### src/rtl/cache_pkg.sv
// ============================================================================
// Module      : cache_pkg
// Description : Shared types and helpers for the cache set controller.
// Revision    : 1.0 - initial release
// ============================================================================
`default_nettype none

package cache_pkg;

    typedef enum logic [2:0] {
        IDLE   = 3'd0,
        LOOKUP = 3'd1,
        WB     = 3'd2,
        FILL   = 3'd3,
        RESP   = 3'd4
    } state_t;

    // Width of a way index; a single-way set still needs a 1-bit index.
    function automatic int way_width(input int ways);
        return (ways > 1) ? $clog2(ways) : 1;
    endfunction

endpackage

`default_nettype wire

### src/rtl/plru_tree.sv
// ============================================================================
// Module      : plru_tree
// Description : Heap-indexed tree pseudo-LRU state with touch and victim walk.
// Revision    : 1.0 - initial release
// ============================================================================
`default_nettype none

module plru_tree
    import cache_pkg::*;
#(
    parameter  int WAYS  = 4,
    localparam int WAY_W = way_width(WAYS)
) (
    input  logic             clk,
    input  logic             rst,
    input  logic             clr,
    input  logic             touch_en,
    input  logic [WAY_W-1:0] touch_way,
    output logic [WAY_W-1:0] victim_way
);

    localparam int NODES = WAYS - 1;

    logic [NODES-1:0] r_tree;
    logic [NODES-1:0] w_tree_nxt;
    logic [WAY_W-1:0] w_victim;

    // Root-to-leaf walk; each visited bit supplies the next way-index bit, MSB first.
    always_comb begin
        logic [WAY_W-1:0] node;
        w_victim = '0;
        node     = '0;
        for (int l = 0; l < WAY_W; l++) begin
            w_victim[WAY_W-1-l] = r_tree[node];
            node = (node << 1) + WAY_W'(1) + WAY_W'(r_tree[node]);
        end
    end

    always_comb begin
        logic [WAY_W-1:0] node;
        logic             dir;
        w_tree_nxt = r_tree;
        node       = '0;
        dir        = 1'b0;
        if (touch_en) begin
            for (int l = 0; l < WAY_W; l++) begin
                dir               = touch_way[WAY_W-1-l];
                w_tree_nxt[node]  = ~dir;
                node = (node << 1) + WAY_W'(1) + WAY_W'(dir);
            end
        end
    end

    always_ff @(posedge clk) begin
        if (rst || clr) begin
            r_tree <= '0;
        end else begin
            r_tree <= w_tree_nxt;
        end
    end

    assign victim_way = w_victim;

endmodule

`default_nettype wire

### src/rtl/cache_set_plru.sv
// ============================================================================
// Module      : cache_set_plru
// Description : One N-way cache set: tag match, PLRU victim, writeback/refill FSM.
// Revision    : 1.0 - initial release
// ============================================================================
`default_nettype none

module cache_set_plru
    import cache_pkg::*;
#(
    parameter  int WAYS  = 4,
    parameter  int TAG_W = 19,
    localparam int WAY_W = way_width(WAYS)
) (
    input  logic             clk,
    input  logic             rst,
    input  logic             req_valid,
    output logic             req_ready,
    input  logic [TAG_W-1:0] req_tag,
    input  logic             req_write,
    input  logic             inv_all,
    output logic             wb_valid,
    input  logic             wb_ready,
    output logic [TAG_W-1:0] wb_tag,
    output logic             fill_valid,
    input  logic             fill_ready,
    output logic             resp_valid,
    output logic             resp_hit,
    output logic [WAY_W-1:0] resp_way,
    output logic [WAYS-1:0]  valid_vec,
    output logic [WAYS-1:0]  dirty_vec
);

    state_t r_state;
    state_t w_state_nxt;

    logic [TAG_W-1:0] r_tag [WAYS];
    logic [WAYS-1:0]  r_valid;
    logic [WAYS-1:0]  r_dirty;
    logic [TAG_W-1:0] r_req_tag;
    logic             r_req_write;
    logic [WAY_W-1:0] r_victim;
    logic             r_resp_hit;
    logic [WAY_W-1:0] r_resp_way;

    logic             w_hit;
    logic [WAY_W-1:0] w_hit_way;
    logic             w_has_inv;
    logic [WAY_W-1:0] w_inv_way;
    logic [WAY_W-1:0] w_plru_victim;
    logic [WAY_W-1:0] w_miss_way;
    logic             w_accept;
    logic             w_clr;
    logic             w_touch_en;
    logic [WAY_W-1:0] w_touch_way;

    assign req_ready = (r_state == IDLE) && !inv_all;
    assign w_accept  = req_valid && req_ready;
    assign w_clr     = (r_state == IDLE) && inv_all;

    // Scan downward so the lowest matching / invalid index is the one kept.
    always_comb begin
        w_hit     = 1'b0;
        w_hit_way = '0;
        w_has_inv = 1'b0;
        w_inv_way = '0;
        for (int i = WAYS - 1; i >= 0; i--) begin
            if (r_valid[i] && (r_tag[i] == r_req_tag)) begin
                w_hit     = 1'b1;
                w_hit_way = WAY_W'(i);
            end
            if (!r_valid[i]) begin
                w_has_inv = 1'b1;
                w_inv_way = WAY_W'(i);
            end
        end
    end

    assign w_miss_way = w_has_inv ? w_inv_way : w_plru_victim;

    assign w_touch_en  = ((r_state == LOOKUP) && w_hit) ||
                         ((r_state == FILL) && fill_ready);
    assign w_touch_way = (r_state == FILL) ? r_victim : w_hit_way;

    plru_tree #(
        .WAYS (WAYS)
    ) u_plru (
        .clk        (clk),
        .rst        (rst),
        .clr        (w_clr),
        .touch_en   (w_touch_en),
        .touch_way  (w_touch_way),
        .victim_way (w_plru_victim)
    );

    always_ff @(posedge clk) begin
        if (rst) begin
            r_state <= IDLE;
        end else begin
            r_state <= w_state_nxt;
        end
    end

    always_comb begin
        w_state_nxt = r_state;
        case (r_state)
            IDLE: begin
                if (w_accept) begin
                    w_state_nxt = LOOKUP;
                end
            end
            LOOKUP: begin
                if (w_hit) begin
                    w_state_nxt = RESP;
                end else if (r_valid[w_miss_way] && r_dirty[w_miss_way]) begin
                    w_state_nxt = WB;
                end else begin
                    w_state_nxt = FILL;
                end
            end
            WB: begin
                if (wb_ready) begin
                    w_state_nxt = FILL;
                end
            end
            FILL: begin
                if (fill_ready) begin
                    w_state_nxt = RESP;
                end
            end
            RESP:    w_state_nxt = IDLE;
            default: w_state_nxt = IDLE;
        endcase
    end

    always_ff @(posedge clk) begin
        if (rst) begin
            for (int i = 0; i < WAYS; i++) begin
                r_tag[i] <= '0;
            end
            r_valid     <= '0;
            r_dirty     <= '0;
            r_req_tag   <= '0;
            r_req_write <= 1'b0;
            r_victim    <= '0;
            r_resp_hit  <= 1'b0;
            r_resp_way  <= '0;
        end else begin
            case (r_state)
                IDLE: begin
                    // Invalidation discards dirty lines; the owner flushes beforehand.
                    if (w_clr) begin
                        r_valid <= '0;
                        r_dirty <= '0;
                    end else if (w_accept) begin
                        r_req_tag   <= req_tag;
                        r_req_write <= req_write;
                    end
                end
                LOOKUP: begin
                    if (w_hit) begin
                        if (r_req_write) begin
                            r_dirty[w_hit_way] <= 1'b1;
                        end
                        r_resp_hit <= 1'b1;
                        r_resp_way <= w_hit_way;
                    end else begin
                        r_victim <= w_miss_way;
                    end
                end
                FILL: begin
                    if (fill_ready) begin
                        r_tag[r_victim]   <= r_req_tag;
                        r_valid[r_victim] <= 1'b1;
                        r_dirty[r_victim] <= r_req_write;
                        r_resp_hit        <= 1'b0;
                        r_resp_way        <= r_victim;
                    end
                end
                default: begin
                end
            endcase
        end
    end

    assign wb_valid   = (r_state == WB);
    assign wb_tag     = r_tag[r_victim];
    assign fill_valid = (r_state == FILL);
    assign resp_valid = (r_state == RESP);
    assign resp_hit   = r_resp_hit;
    assign resp_way   = r_resp_way;
    assign valid_vec  = r_valid;
    assign dirty_vec  = r_dirty;

endmodule

`default_nettype wire
### config.mk
export PLATFORM = sky130hd
export DESIGN_NAME = cache_set_plru
export DESIGN_NICKNAME = d
export VERILOG_FILES = /design/src/rtl/cache_pkg.sv /design/src/rtl/plru_tree.sv /design/src/rtl/cache_set_plru.sv
export SDC_FILE = /design/constraint.sdc
export NUM_CORES = 1
export LEC_CHECK = 0
export ABC_CLOCK_PERIOD_IN_PS = 4700
export BUFFER_PORTS_ARGS = -buffer_cell sky130_fd_sc_hd__buf_2
export CORE_MARGIN = 2
export CORE_UTILIZATION = 29
export DETAILED_ROUTE_END_ITERATION = 7
export GPL_TIMING_DRIVEN = 0
export PLACE_DENSITY = 0.53
export SYNTH_ARGS = -nofsm -noshare
export SYNTH_HDL_FRONTEND = slang
export SYNTH_SLANG_ARGS = --single-unit
### constraint.sdc
create_clock -name clk -period 4.7 [get_ports clk]
set_input_delay 0.47 -clock clk [delete_from_list [all_inputs] [get_ports clk]]
set_output_delay 0.47 -clock clk [all_outputs]
set_load 0.02 [all_outputs]
[Word-level counts from Yosys, hierarchy flattened]
Memory sizes are Yosys's and may differ from the RTL's. A register that Yosys moved wholly into a read port is not among the register bits.
Cells that the tools add are included.
Widths: inputs -> output; s select.
Storage, ports and cells
  register bits after elaboration: 39
  bits in latches: 0
  memory bits (writable): 76
  memory bits (read-only): 0
  bits of input ports: 26
  output and inout bits: 34
  word-level logic and storage cells: 129
  memories: 1
Cells by class
  $add $sub $neg: 2
  multipliers: 0
  divide/modulo/power cells: 0
  $lt $le $gt $ge: 8
  eq/ne operators: 14
  shifts and indexed selects: 0
  multiplexer cells: 62
  bitwise gates (word level): 6
  reductions and logical operators: 27
Memories
  r_tag: words 4, width 19, rd ports 5, clocked after memory_dff 1, write ports 4, RTL line cache_set_plru.sv:37  | logic [TAG_W-1:0] r_tag [WAYS];
Operator list (count)
  $eq 19x19->1: 4
  $mux 2: 15
  $mux 1: 24
  $mux 4: 5
  $mux 19: 1
  $reduce_or 19->1: 1
  $lt 2x3->1 const B: 5
  $logic_and 1x1->1: 13
  $mux 3: 4
  $pmux 3 s4: 1
  $pmux 4 s3: 1
  $reduce_and 3->1: 4
  $or 4x4->4: 2
  $pmux 4 s2: 1
  $bmux 1 s2: 3
  $demux 1 s2: 3
  $eq 3x2->1 const B: 2
  $ge 2x1->1 const B: 3
  $ne 2x1->1 const B: 3
  $ne 2x2->1 const B: 3
  $reduce_and 5->1: 1
  $add 1x1->2 const A: 2
  $bwmux 4: 1
  $not 1->1: 4
  other kinds (11): 13

[Longest topological paths before layout]
Gate-level depths: netlist (run 1).
An unclocked memory read counts as a cell.
  word-level depth: 15
  mapped depth: 9
  depth with buffers taken out: 8

[Hierarchy]
From an unflattened synthesis (run 1), not the netlist that was laid out.
Second synthesis, totals
  cell total of the unflattened synthesis: 595
  area total of the unflattened synthesis: 6341.1 um^2
Modules (own cells, without submodules)
  cache_set_plru: times used 1, cells an instance 581, area an instance 6187.2 um^2, seq. area each 3042.9 um^2
  plru_tree: times used 1, cells an instance 14, area an instance 153.9 um^2, seq. area each 60.1 um^2

[Worst setup path after synthesis (run 1)]
No wires, ideal clock.
  kind: register -> register
  start point: reg r_state[2]
  end point: mem r_tag[0][0], enable pin
  library setup time: 399 ps
  data arrival time: 2009 ps
  required time: 4301 ps
  slack: 2292 ps
  cell stages (with the launch flop): 6
  buffers on the path: 1
  clock period less this slack: 2408 ps
  cells stage by stage: dfxtp_1 -> clkbuf_1 -> nand3b_1 -> clkinv_1 -> nand2_1 -> o21bai_1
RTL lines
  start, declared: RTL line cache_set_plru.sv:34  | state_t r_state;
  start signal, assigned: RTL line cache_set_plru.sv:100  | r_state <= w_state_nxt;
  end, declared: RTL line cache_set_plru.sv:37

==> results summary, run 1 <==
The weighted congestion reported at the end of routability-driven placement is 0.849. The share of synthesized registers carrying an async set or reset is 0. For the final routed database, the setup TNS stands at 0 ns.

The final routed wire length divided by cell count came out at 19.5 µm. The library cell used most frequently in the layout, excluding fill and tap cells, is sky130_fd_sc_hd__edfxtp_1. The routed design has 18000 µm of wire.

A synthesized cell averages 10.7 µm². Counting the buffers created by CTS gives 17. The destination of the worst hold path is r_req_tag[9]$_SDFFE_PP0P_. The maximum achievable frequency came out at 316 MHz. The share of final-layout standard cells stronger than drive strength 1 came out at 0.222. The number of antenna violations at the first check in global routing is 0. The library cells used most frequently in the layout, excluding fill and tap cells, are sky130_fd_sc_hd__edfxtp_1 (76), sky130_fd_sc_hd__buf_2 (73), sky130_fd_sc_hd__nand2_1 (72), sky130_fd_sc_hd__nor2_1 (64), sky130_fd_sc_hd__xor2_1 (43). TritonCTS built the clock tree. The endpoint identified for the worst register-to-register timing path is r_tag[0][1]$_SDFFCE_PN0P_.

The number of primary I/O pins came out at 60. The number of endpoints with negative hold slack in the final report came out at 0. In this run, distinct cell masters in the synthesized netlist total 49. The core region area came out at 20200 µm². The worst slew slack as a fraction of its limit came out at 0.368. In this design, the stage delay of the slowest critical-path cell is 0.76 ns. The register-to-register setup slack came out at 1.58 ns. In this run, synthesis produced a sequential element count of 117.

The latest clock arrival within the worst-skew pair came out at 0.42 ns. Gates resized during post-CTS repair numbered 0. The slowest stage of the critical path belongs to the cell sky130_fd_sc_hd__buf_1.

The DRC violation count after routing is 0. The H-tree generated during clock tree synthesis spans 4 levels. The beginning of the worst hold path is req_tag[9]. The total number of vias is 4446. The flow ran to the end, and the final reports show no timing, DRC or antenna violations. The buffer depth of the longest clock path is 2. Of the post-synthesis cell area, the part taken by muxes is 0.0852.

The number of instances on the worst hold path is 3. The worst slack at placement came out at 1.75 ns. The number of rows in the core area is 52. Traced cell by cell, the critical path runs through buf_2, buf_1, mux4_2, buf_2.

The first-pass detailed-route iteration total came out at 5. STA classifies the critical path startpoint as a flip-flop. The setup slack after layout is 1.53 ns. The final cell count without fillers is 923. The summed instance area of the synthesized netlist is 5990 µm². The initial core utilization is 0.296.

The total internal power came out at 1.98 mW. The synthesized netlist cell count came out at 560. The instance area after placement is 6690 µm².

The worst setup path is of the reg2out kind. The part of the Yosys area used for sequential elements came out at 0.518. Using the TritonRoute via totals, the vias-per-cell ratio works out to 4.82. The total overflow reported by the global router is 0.

The first global-routing pass estimated 26800 µm of wire. The number of post-CTS setup repair buffers came out at 0. Summed over all cells, the static leakage comes to 2.93 nW. The horizontal die dimension came out at 148 µm. The cell type group with the largest total delay on the critical path is buffers and inverters. The startpoint identified for the worst register-to-register timing path is r_state[2]$_SDFFE_PP0P_.

The total of hold buffers inserted after clock tree synthesis came out at 0. Across the run, the number of max-cap violations was 0. Setup repair after global routing left no endpoint under its margin. The XOR/XNOR share of the synthesized area is 0.111. Counting both buffers and inverters, the worst setup path holds a total of 3. The number of clock sinks came out at 117. Detailed placement ended at an HPWL of 12900 µm. The finished cells cover 7210 µm².

The via count of the first global-routing pass is 4467. By area, the combinational part of the netlist is dominated by simple AND/OR/NAND/NOR gates. The power share of the clock group is 0.436. The number of max-slew violations in the final report is 0. The number of enable-type register cells in the synthesized netlist is 76. The clock tree root buffer cell is sky130_fd_sc_hd__clkbuf_16. The final total power is 2.69 mW. In this design, the critical path's most frequently occurring cell is sky130_fd_sc_hd__buf_2.

STA classifies the critical path endpoint as an output port. The count of input and output buffers came out at 59. The part of the power in combinational logic came out at 0.130. The clock-pin slew of the registers on the worst-case setup and hold paths is 0.06 ns. The number of diodes added for antenna fixing came out at 0. The area growth from synthesis to layout is 20.4%.

The fraction of the mapped netlist area in adder cells is 0. Hold is met by 0.285 ns. The number of DRC markers in iteration 0 is 315. The switching part of the total is 0.264.

The number of synthesis warnings came out at 0. The maximum ir drop on the vdd rail is 0.000238 V. The post-detailed-route count of antenna-violating nets came out at 0. The ratio of total power to cell area is 373 nW/µm². The share of synthesized cell area in and, or, nand and nor gates came out at 0.173. The net count of the mapped netlist is 586. The floorplan step defined a die boundary enclosing 21800 µm².

The compound-gate portion of the synthesized area came out at 0.0610. The core occupancy in the finished layout is 0.356. STA puts the critical path data required time at 4.23 ns. The total track usage came out at 0.169.

The maximum number of pins on one net before global-route repair came out at 20. The critical path data arrival time is 2.70 ns. Setup violations remaining at the end of the flow were counted as 0. The switching power summed over all nets is 0.709 mW. The post-placement cell count came out at 891. The clock tree skew after final layout is 0.0103 ns. The cell count of the worst reg-to-reg path came out at 9. The die extent in y came out at 148 µm. Of the total power, registers draw 0.434. Subtracting the final worst setup slack from the clock period gives 3.17 ns. Counting buffers and inverters, the worst setup path is 4 cells deep. For the pin with the worst max-slew slack, the measured transition is 0.948 ns. The worst-path maximum fanout came out at 10. The number of nets in the final layout is 666.

In the synthesized netlist the dominant register cell turns out to be sky130_fd_sc_hd__edfxtp_1. The portion of the clock cycle consumed by the worst path in the final layout came out at 0.674. The tightest min-delay check is of the in2reg type.
==> routing by layer <==
metal | GRT usage | wire length [µm] | share of wire
met2 | 0.275 | 8560 | 0.47
met5 | 0 | 0 | 0
met4 | 0.0510 | 231 | 0.013
met1 | 0.228 | 8230 | 0.46
met3 | 0.0358 | 1010 | 0.056
==> layout make-up <==
cell class / instances / area, µm²
Tap cell: 270 / 338
Sequential cell: 117 / 3100
Clock inverter: 12 / 88.8
Multi-Input combinational cell: 374 / 2580
Timing Repair Buffer: 61 / 350
Fill cell: 2071 / 13000
Inverter: 24 / 90.1
Buffer: 45 / 220
Clock buffer: 20 / 437
==> worst max path at each step <==
stage / start / to
floorplan: r_state[2]$_SDFFE_PP0P_ / r_tag[0][0]$_SDFFCE_PN0P_
global placement: r_state[2]$_SDFFE_PP0P_ / r_tag[0][9]$_SDFFCE_PN0P_
detailed placement: r_state[2]$_SDFFE_PP0P_ / r_tag[0][14]$_SDFFCE_PN0P_
CTS: flip-flop / wb_tag[14]
global route: flip-flop / wb_tag[15]
finish: flip-flop / wb_tag[14]
==> kinds of logic after synthesis <==
logic type | Yosys count
DFF | 117
buffers and inverters | 69
muxes | 27
AOI/OAI and AO/OA | 57
and+or+nand+nor | 214
xor gates and xnor gates | 76
==> cell usage after synthesis (all sizes together), types with 6 or more instances <==
master | count | area share
nand2 | 72 | 0.045
o21ai | 7 | 0.0058
clkbuf | 23 | 0.014
inv | 23 | 0.014
and3 | 20 | 0.021
mux2i | 6 | 0.010
xor2 | 43 | 0.063
nor2 | 64 | 0.040
mux4 | 19 | 0.071
a21oi | 31 | 0.026
edfxtp | 76 | 0.38
xnor2 | 33 | 0.048
nand4 | 11 | 0.011
buf | 22 | 0.022
dfxtp | 41 | 0.14
nor4 | 13 | 0.017
==> state kept, by name, summed over array words and instances, names as in the netlist, named ones only <==
name,flops
r_state,3
r_tag,76
u_plru.r_tree,3
resp_hit,1
r_victim,2
dirty_vec,4
r_req_write,1
valid_vec,4
resp_way,2
r_req_tag,19
==> worst register-to-register path, cell delays in order, from the launching register on <==
cell	delay, ns
sky130_fd_sc_hd__dfxtp_1	0.29
sky130_fd_sc_hd__clkbuf_1	0.19
sky130_fd_sc_hd__nand3b_1	0.32
sky130_fd_sc_hd__clkinv_1	0.25
sky130_fd_sc_hd__nand2_1	0.26
sky130_fd_sc_hd__nor2_1	0.23
sky130_fd_sc_hd__clkbuf_1	0.48
sky130_fd_sc_hd__clkbuf_1	0.61
sky130_fd_sc_hd__nand2_1	0.20
sky130_fd_sc_hd__nor2_1	0.15
==> power groups by stage <==
| stage | Sequential [mW] | Combinational (mW) | Clock [mW] |
|---|---|---|---|
| 3_3_place_gp | 1.19 | 0.343 | 0 |
| 2_1_floorplan | 1.18 | 0.231 | 0 |
| 4_1_cts | 1.17 | 0.355 | 1.19 |
| 6_report | 1.17 | 0.351 | 1.17 |
| 3_5_place_dp | 1.19 | 0.353 | 0 |
| 5_1_grt | 1.17 | 0.379 | 1.23 |
(Power assumes the default switching activity.)
==> inputs of run 2 (changes only) <==
--- a/config.mk
+++ b/config.mk
@@ -5,7 +5,7 @@
 export SDC_FILE = /design/constraint.sdc
 export NUM_CORES = 1
 export LEC_CHECK = 0
-export ABC_CLOCK_PERIOD_IN_PS = 4700
+export ABC_CLOCK_PERIOD_IN_PS = 3200
 export BUFFER_PORTS_ARGS = -buffer_cell sky130_fd_sc_hd__buf_2
 export CORE_MARGIN = 2
 export CORE_UTILIZATION = 29
==> constraint.sdc (replaced) <==
create_clock -name clk -period 3.2 [get_ports clk]
set_input_delay 0.32 -clock clk [delete_from_list [all_inputs] [get_ports clk]]
set_output_delay 0.32 -clock clk [all_outputs]
set_load 0.02 [all_outputs]
==> results summary, run 2 (same netlist as run 1, synthesis figures left out) <==
The run finished with clean final reports. Leaving out fill and tap cells, the most frequent cell in the layout is sky130_fd_sc_hd__edfxtp_1. The static power due to leakage is 2.94 nW. The wire length reported by the detailed router came out at 18000 µm. The vias per cell is 4.81. The buffer depth of the longest clock path is 2. The reported max-cap violation count came out at 0. The count of input and output buffers is 59. Counting the buffers created by CTS gives 17. The total number of vias came out at 4436. The endpoint identified for the worst register-to-register timing path is r_tag[0][1]$_SDFFCE_PN0P_.

In the layout the commonest cells are sky130_fd_sc_hd__edfxtp_1 (76), sky130_fd_sc_hd__buf_2 (73), sky130_fd_sc_hd__nand2_1 (72), sky130_fd_sc_hd__nor2_1 (64), sky130_fd_sc_hd__xor2_1 (43). The die extent in y is 148 µm. The weighted congestion reported at the end of routability-driven placement is 0.849.

Entering global routing, the biggest net connects 20 pins. The number of DRC markers in iteration 0 is 342. The wire-length estimate of the detail-placed layout is 12900 µm.

OpenSTA, run right after detailed placement, puts the worst setup slack at 0.251 ns. The area growth from synthesis to layout is 20.4%. The clock-pin slew of the registers on the worst-case setup and hold paths is 0.06 ns. The critical path required time came out at 2.88 ns. The register with the most flip-flops in the layout has 76 of them. The worst hold path terminates at r_req_tag[9]$_SDFFE_PP0P_. The portion of the clock cycle consumed by the worst path in the final layout is 0.918. After detailed routing, the average wire length per cell comes to 19.5 µm. The number of rows in the core area is 52. The setup slack after layout is 0.262 ns. The tree is rooted in a sky130_fd_sc_hd__clkbuf_16. STA classifies the critical path startpoint as a flip-flop. The switching power summed over all nets came out at 1.04 mW.

The register-to-register setup slack is 0.32 ns. STA classifies the critical path endpoint as an output port. Setup repair after global routing left no endpoint under its margin. The tightest hold path in the finished design has a slack of 0.136 ns. The largest registers in the layout are r_tag (76), r_req_tag (19). The total area inside the core boundary comes to 20200 µm². The maximum achievable frequency came out at 340 MHz.

Along the worst path, the maximum fanout reaches 10. The DRC violation count after routing came out at 0. Counting flops per register, the top entry is r_tag.

The critical path in this run is classified as reg2out. The clock tree from TritonCTS is built. For this run, the detailed router's first-pass iteration total came to 6. The number of primary I/O pins is 60. The cell count of the worst reg-to-reg path came out at 9. The number of clock sinks is 117.

The via count of the first global-routing pass came to 4467. The worst hold path begins at req_tag[9]. The worst slew slack as a fraction of its limit came out at 0.465.

The critical path data arrival time is 2.62 ns. The die area came out at 21800 µm². The share of final-layout standard cells stronger than drive strength 1 is 0.225. The part of the power in combinational logic came out at 0.130. The maximum ir drop on the vdd rail is 0.000349 V. The startpoint identified for the worst register-to-register timing path is r_state[2]$_SDFFE_PP0P_.

The shortest period the worst path allows is 2.94 ns. The initial core utilization is 0.296. The number of max-slew violations in the final report was 0. The number of antenna violations at the first check in global routing came out at 0.

Internal power comes to 2.91 mW. The net count of the finished layout is 665. The global-route wire length before repair came out at 26800 µm. The number of fill cells in the layout came out at 2067. The sequential group share of total power came out at 0.434. In this run the remaining antenna-violating nets after routing total 0. Counting instances, the worst hold path has a depth of 3.

0 antenna diodes ended up in the layout. The total overflow reported by the global router came out at 0. The number of post-CTS setup repair buffers is 0. Of the total power, the share spent switching nets is 0.263. The min-delay analysis places its worst path in the category in2reg. The number of endpoints failing setup at the final stage came out at 0. The level count of the clock H-tree came out at 4. The clock arrives with 0.0101 ns of skew. The slew at the pin with the worst max-slew slack is 0.803 ns.

Of the total power, the clock network draws 0.436. The horizontal die dimension came out at 148 µm. The ratio of total power to cell area is 548 nW/µm². The total track usage is 0.169. The number of endpoints with negative hold slack in the final report came to 0. The clock reaches the later pin of the worst-skew pair after 0.42 ns.
==> run 2: worst max path at each step <==
stage                             from                         end  slack, ns  cells after the start
3_3_place_gp   r_state[2]$_SDFFE_PP0P_   r_tag[0][9]$_SDFFCE_PN0P_      -0.37                      5
3_5_place_dp   r_state[2]$_SDFFE_PP0P_  r_tag[0][14]$_SDFFCE_PN0P_       0.25                      9
5_1_grt        r_state[2]$_SDFFE_PP0P_   r_tag[2][7]$_SDFFCE_PN0P_       0.14                      9
2_1_floorplan  r_state[2]$_SDFFE_PP0P_   r_tag[0][0]$_SDFFCE_PN0P_       0.79                      5
6_report                     flip-flop                  wb_tag[14]       0.26                      4
4_1_cts                      flip-flop                  wb_tag[14]       0.09                      4
==> run 2: what timing repair did <==
item / 4_1_cts / 5_1_grt
hold buffers: 0 / 0
hold endpoints to repair: 0 / 0
setup endpoints to repair: 0 / 26
gates resized for setup: 0 / 4
==> run 2: layout make-up <==
class / instances / area, µm² / share of cell area
Multi-Input combinational cell: 374 / 2580 / 0.358
Inverter: 24 / 90.1 / 0.0125
Tap cell: 270 / 338 / 0.0469
Sequential cell: 117 / 3100 / 0.430
Timing Repair Buffer: 61 / 350 / 0.0486
Clock buffer: 20 / 437 / 0.0606
Clock inverter: 12 / 88.8 / 0.0123
Buffer: 44 / 219 / 0.0304
==> run 2: critical path, stage by stage, from the launching register on <==
cell,delay [ns]
sky130_fd_sc_hd__dfxtp_1,0.30
sky130_fd_sc_hd__buf_1,0.60
sky130_fd_sc_hd__clkbuf_1,0.65
sky130_fd_sc_hd__mux4_2,0.45
sky130_fd_sc_hd__buf_2,0.19
==> run 2: through the flow <==
step	utilization	instances	cell area [µm²]	total power, mW	setup TNS, ns
2_1_floorplan	-	560	5990	2.08	0
3_3_place_gp	0.327	889	6620	2.25	-13.34
3_5_place_dp	0.330	891	6690	2.26	0
4_1_cts	0.356	923	7210	3.98	0
5_1_grt	0.356	922	7210	4.08	0
6_report	0.356	922	7210	3.95	0
==> run 2: power by group through the flow <==
stage	Combinational [mW]	Clock, mW	Sequential, mW
3_3_place_gp	0.504	0	1.74
4_1_cts	0.521	1.74	1.71
5_1_grt	0.556	1.81	1.72
2_1_floorplan	0.339	0	1.74
3_5_place_dp	0.518	0	1.74
6_report	0.514	1.72	1.71
==> run 2: layer usage <==
layer,GRT usage,wire (µm),vias up
li1,-,-,2098
met1,0.228,8100,2163
met2,0.275,8530,155
met3,0.0358,1100,20
met4,0.0510,233,0
met5,0,0,-
